File: src/rtl/phy_rx_deserial_demux.sv
// rtl/phy_rx_deserial_demux.sv - serial bitstream to 4 byte lanes with COMMA-based byte alignment
// Optional PHYRX_REALIGN_EN: repeated misaligned COMMAs in ACTIVE force a return to SEARCH.
module phy_rx_deserial_demux #(
  parameter logic [7:0]  COMMA       = 8'hBC,
  parameter int unsigned ALIGN_COUNT = 4
) (
  input  logic       clk_32f,
  input  logic       reset,
  input  logic       data_in,
  output logic [7:0] data_0rx,
  output logic [7:0] data_1rx,
  output logic [7:0] data_2rx,
  output logic [7:0] data_3rx,
  output logic       valid_0rx,
  output logic       valid_1rx,
  output logic       valid_2rx,
  output logic       valid_3rx,
  output logic       active,
  output logic       frame_valid
);

  localparam logic [2:0] ALIGN_CNT = ALIGN_COUNT[2:0];

  typedef enum logic [1:0] {S_SEARCH, S_ALIGN, S_ACTIVE} state_t;

  state_t          state_q, state_d;
  logic [7:0]      sr_q, sr_d;
  logic [7:0]      nsr;
  logic [2:0]      bit_cnt_q, bit_cnt_d;
  logic [2:0]      comma_cnt_q, comma_cnt_d;
  logic [1:0]      lane_ptr_q, lane_ptr_d;
  logic [3:0][7:0] lane_data_q, lane_data_d;
  logic [3:0]      lane_valid_q, lane_valid_d;
  logic            frame_valid_q, frame_valid_d;
  logic            boundary;
  logic            is_comma;
`ifdef PHYRX_REALIGN_EN
  logic [2:0]      mis_cnt_q, mis_cnt_d;
`endif

  always_comb begin
    nsr      = {sr_q[6:0], data_in};
    boundary = (bit_cnt_q == 3'd7);
    is_comma = (nsr == COMMA);
  end

  always_comb begin
    state_d       = state_q;
    sr_d          = nsr;
    bit_cnt_d     = bit_cnt_q + 3'd1;
    comma_cnt_d   = comma_cnt_q;
    lane_ptr_d    = lane_ptr_q;
    lane_data_d   = lane_data_q;
    lane_valid_d  = lane_valid_q;
    frame_valid_d = 1'b0;
`ifdef PHYRX_REALIGN_EN
    mis_cnt_d     = mis_cnt_q;
`endif
    unique case (state_q)
      S_SEARCH: begin
        // Any bit offset may match; the bit after the match is the next MSB.
        if (is_comma) begin
          bit_cnt_d   = 3'd0;
          comma_cnt_d = 3'd1;
          state_d     = S_ALIGN;
        end
      end
      S_ALIGN: begin
        if (boundary) begin
          if (is_comma) begin
            comma_cnt_d = comma_cnt_q + 3'd1;
            if (comma_cnt_d == ALIGN_CNT) begin
              state_d    = S_ACTIVE;
              lane_ptr_d = 2'd0;
            end
          end else begin
            state_d     = S_SEARCH;
            comma_cnt_d = 3'd0;
          end
        end
      end
      S_ACTIVE: begin
`ifdef PHYRX_REALIGN_EN
        if (mis_cnt_q >= ALIGN_CNT) begin
          state_d      = S_SEARCH;
          lane_valid_d = 4'b0000;
          lane_ptr_d   = 2'd0;
          mis_cnt_d    = 3'd0;
          comma_cnt_d  = 3'd0;
        end else begin
          if (is_comma) begin
            if (boundary) mis_cnt_d = 3'd0;
            else if (mis_cnt_q != 3'd7) mis_cnt_d = mis_cnt_q + 3'd1;
          end
`endif
          if (boundary) begin
            if (is_comma) begin
              // An idle byte mid-frame drops the partial frame.
              lane_valid_d = 4'b0000;
              lane_ptr_d   = 2'd0;
            end else begin
              lane_data_d[lane_ptr_q]  = nsr;
              lane_valid_d[lane_ptr_q] = 1'b1;
              lane_ptr_d               = lane_ptr_q + 2'd1;
              if (lane_ptr_q == 2'd3) frame_valid_d = 1'b1;
            end
          end
`ifdef PHYRX_REALIGN_EN
        end
`endif
      end
      default: state_d = S_SEARCH;
    endcase
  end

  always_ff @(posedge clk_32f) begin
    if (reset) begin
      state_q       <= S_SEARCH;
      sr_q          <= 8'h00;
      bit_cnt_q     <= 3'd0;
      comma_cnt_q   <= 3'd0;
      lane_ptr_q    <= 2'd0;
      lane_data_q   <= '0;
      lane_valid_q  <= 4'b0000;
      frame_valid_q <= 1'b0;
`ifdef PHYRX_REALIGN_EN
      mis_cnt_q     <= 3'd0;
`endif
    end else begin
      state_q       <= state_d;
      sr_q          <= sr_d;
      bit_cnt_q     <= bit_cnt_d;
      comma_cnt_q   <= comma_cnt_d;
      lane_ptr_q    <= lane_ptr_d;
      lane_data_q   <= lane_data_d;
      lane_valid_q  <= lane_valid_d;
      frame_valid_q <= frame_valid_d;
`ifdef PHYRX_REALIGN_EN
      mis_cnt_q     <= mis_cnt_d;
`endif
    end
  end

  assign data_0rx    = lane_data_q[0];
  assign data_1rx    = lane_data_q[1];
  assign data_2rx    = lane_data_q[2];
  assign data_3rx    = lane_data_q[3];
  assign valid_0rx   = lane_valid_q[0];
  assign valid_1rx   = lane_valid_q[1];
  assign valid_2rx   = lane_valid_q[2];
  assign valid_3rx   = lane_valid_q[3];
  assign active      = (state_q == S_ACTIVE);
  assign frame_valid = frame_valid_q;

endmodule
File: config.mk
export PLATFORM = sky130hd
export DESIGN_NAME = phy_rx_deserial_demux
export DESIGN_NICKNAME = d
export VERILOG_FILES = /design/src/rtl/phy_rx_deserial_demux.sv
export SDC_FILE = /design/constraint.sdc
export NUM_CORES = 1
export LEC_CHECK = 0
export BUFFER_PORTS_ARGS = -buffer_cell sky130_fd_sc_hd__buf_2
export CAP_MARGIN = 20
export CORE_MARGIN = 8
export CORE_UTILIZATION = 25
export CTS_CLUSTER_DIAMETER = 30
export DETAILED_ROUTE_END_ITERATION = 8
export GPL_TIMING_DRIVEN = 0
export PLACE_DENSITY = 0.51
export SYNTH_ARGS = -nofsm -noshare
export SYNTH_HDL_FRONTEND = slang
export SYNTH_SLANG_ARGS = --single-unit
File: constraint.sdc
create_clock -name clk_32f -period 1.94 [get_ports clk_32f]
set_clock_uncertainty 0.2 [all_clocks]
set_input_delay 0.388 -clock clk_32f [delete_from_list [all_inputs] [get_ports clk_32f]]
set_output_delay 0.388 -clock clk_32f [all_outputs]
set_load 0.1 [all_outputs]
==> flow_summary.yaml <==
global_routing:
  antenna_found_initial: 0
  grt_start_max_net_pins: 17
  track_usage_pct: 8.994
  grt_pass1_wl_mm: 8.266
  first_global_vias: 1593
  grt_overflow: 0
route:
  dr.pass1.iters: 4
  initialDrtViolationCount: 32
  vias_per_cell: 4.318
  vias: 1576
  drc: 0
  detail_route.wl_per_cell_um: 13.96
  ant_nets: 0
  routed_wirelength_mm: 5.096
finish:
  syn2layout_area_growth_pct: 25.46
  final_common_cell: "dfxtp_1"
  seq_area_um2: 1082
  mostFrequentLayoutCells: "dfxtp_1, buf_2, nor2_1"
  fin_nets: 268
  multiInputGateArea_um2: 1027
  finalNonFillerCells: 365
  diodes: 0
  n_fill_cell: 885
  stdcell_area_um2: 2706
  layout-drive-gt1-share_pct: 28.40
yosys:
  yosysSeqAreaShare_pct: 50.12
  synth.top_cell.area_share_pct: 50.12
  synthCells: 204
  synth_top_cell_by_area: "dfxtp_1"
  ys_warn_count: 0
  syn_area_per_cell_um2: 10.57
  synth_area_leaders: "dfxtp_1, mux2i_1, nor2_1"
  ys_ff_latch: 54
  yosys.cell_types.count: 33
  syn-num-nets: 215
  netlist_area_um2: 2157
run:
  drv_cap: 0
status:
  status: "finished clean"
clocking:
  path_clk_slew_ns: 0.10
  worst_skew_pair.late_latency_ns: 0.31
  ctsHoldBuffers: 0
  cts.sinks: 54
  cts_htree_levels: 2
  cts_made_buffers: 5
  clock_path_buffers: 2
  root_buffer: "clkbuf_8"
  tritoncts: "built"
worst_setup_path:
  setup.worst_path.end: "active"
  critPathCaptureType: "primary output"
  worst_ep_required_time_ns: 1.35
  r2r_start: "bit_cnt_q[0]"
  worstPathCellList: "clkbuf_2, nor2_2, buf_12"
  critPathKind: "flip-flop to primary output"
  cp-startpoint: "state_q[0]"
  slowest_stage: "dfxtp_1"
  reg2reg_depth: 7
  rrSetupSlack_ns: 0.12
  cp_max_fo: 10
  worstReg2RegEnd: "data_3rx[0]"
  max_stage_delay_ns: 0.34
  startpoint_type: "flip-flop"
  crit_arrival_ns: 1.25
die:
  dieArea_um2: 11860
  initial_core_util_pct: 25.23
  fp.dieW_um: 108.9
  core_um2: 8551
  num_io_pins: 41
  die_h_um: 108.9
  rows: 34
timing:
  period_share_pct: 94.71
  whs_ns: 0.1901
  fin_crit_ns: 1.837
  hold_viol_final: 0
  fmax_ghz: 0.5442
  relSlewSlack_pct: 62.30
  setup_violations: 0
  rsz0062_at_grt: "no"
  tightestPinTransition_ns: 0.5625
  slew_viol_final: 0
placed_design:
  place_congestion: 0.6985
  place_hpwl_mm: 3.557
  numPortBuffers: 40
  dp.cells: 352
  place_area_um2: 2495
power:
  power.density_nw_per_um2: 661.4
  p_leak_nw: 1.066
  vdd_drop_max_mv: 0.2824
hold_path:
  hold_path_depth: 2
  hp-class: "primary input to flip-flop"
timing repair:
item / in CTS / in global routing
pin swaps: 0 / 2
gates resized for setup: 3 / 8
buffers inserted: 5 / 1
setup endpoints to repair: 33 / 25
state kept, by name, summed over array words and instances (netlist names):
signal / cells
bit_cnt_q: 3
comma_cnt_q: 3
data_0rx: 8
data_1rx: 8
data_2rx: 8
data_3rx: 8
frame_valid: 1
lane_ptr_q: 2
lane_valid_q: 4
sr_q: 7
state_q: 2
cell families (layout without fill, tap and decap cells):
family / count (synthesis) / in the layout / share of synthesized area [%]
multiplexers: 32 / 32 / 14.85
buffers and inverters: 14 / 67 / 3.538
adder cells (fa/ha/maj): 8 / 8 / 4.641
AO/OA/AOI/OAI: 23 / 23 / 8.817
AND/OR/NAND/NOR: 73 / 73 / 18.04
flip-flops: 54 / 54 / 50.12
cells in the mapped netlist:
cell and instances:
clkbuf_1 6, nand3b_1 1, a21oi_2 1, nor4_2 1, and4b_1 1, o211ai_1 1, buf_2 1, nor3_2 1
nand2_2 1, o21ba_1 1, nor2b_1 15, nand2_1 3, nand4_1 1, and4bb_1 1, inv_2 2, nand3_1 1
ha_1 8, nor3_1 2, and2_1 3, o21ai_0 3, a21oi_1 8, inv_1 2, a211oi_2 1, buf_6 3
a31oi_1 1, and3_1 1, a21oi_4 4, o41ai_1 2, nor2_1 36, mux2i_1 32, dfxtp_1 54, a21o_1 1
nand4b_1 5
report_power, final:
group	total [mW]	leakage (nW)	internal, mW	switching (mW)
clock	0.619	0.0362	0.247	0.372
sequential	1.13	0.436	1.12	0.0101
combinational	0.0442	0.593	0.0163	0.0279
total	1.79	1.07	1.38	0.410
critical path: cells and delay by family (launching register included):
| family | cells | cell delay, ns |
|---|---|---|
| simple gates | 1 | 0.21 |
| buf+inv | 2 | 0.39 |
| flops | 1 | 0.34 |
metrics by stage:
step	TNS [ns]	util, %	setup slack (ns)	power, mW
after floorplan	0	-	0.0009702	1.172
after global placement	-2.852	29.18	-0.1686	1.190
after detailed placement	-2.834	29.18	-0.1660	1.191
after CTS	0	31.11	0.01579	1.816
after global routing	0	31.65	0.007023	1.867
final	0	31.65	0.1026	1.790
how the worst min path moves through the flow:
stage	from	endpoint	slack, ns
6_report	data_in	sr_q[0]	0.19
5_1_grt	data_in	sr_q[0]	0.17
4_1_cts	data_in	sr_q[0]	0.17
3_5_place_dp	bit_cnt_q[0]	bit_cnt_q[0]	0.22
3_3_place_gp	bit_cnt_q[0]	bit_cnt_q[0]	0.21
2_1_floorplan	bit_cnt_q[0]	bit_cnt_q[0]	0.20
metal layers:
metal  vias up  share of wire [%]  global-route usage (%)
met5         -                  0                       0
met4         0                1.2                   2.933
met3         5                4.7                   3.487
met2        35                 44                   13.73
met1       730                 50                   11.36
li1        806                  -                       -
area by class of cell:
| cell class | instances | share of cell area (%) |
|---|---|---|
| clock buffers | 5 | 2.543 |
| plain buffers | 10 | 2.404 |
| clock inverters | 2 | 0.5548 |
| repair buffers | 46 | 11.00 |
| well taps | 108 | 4.993 |
| inverters | 4 | 0.5548 |
| flip-flops and latches | 54 | 39.99 |
| multi-input cells | 136 | 37.96 |
Power figures use the tool's default switching activity.
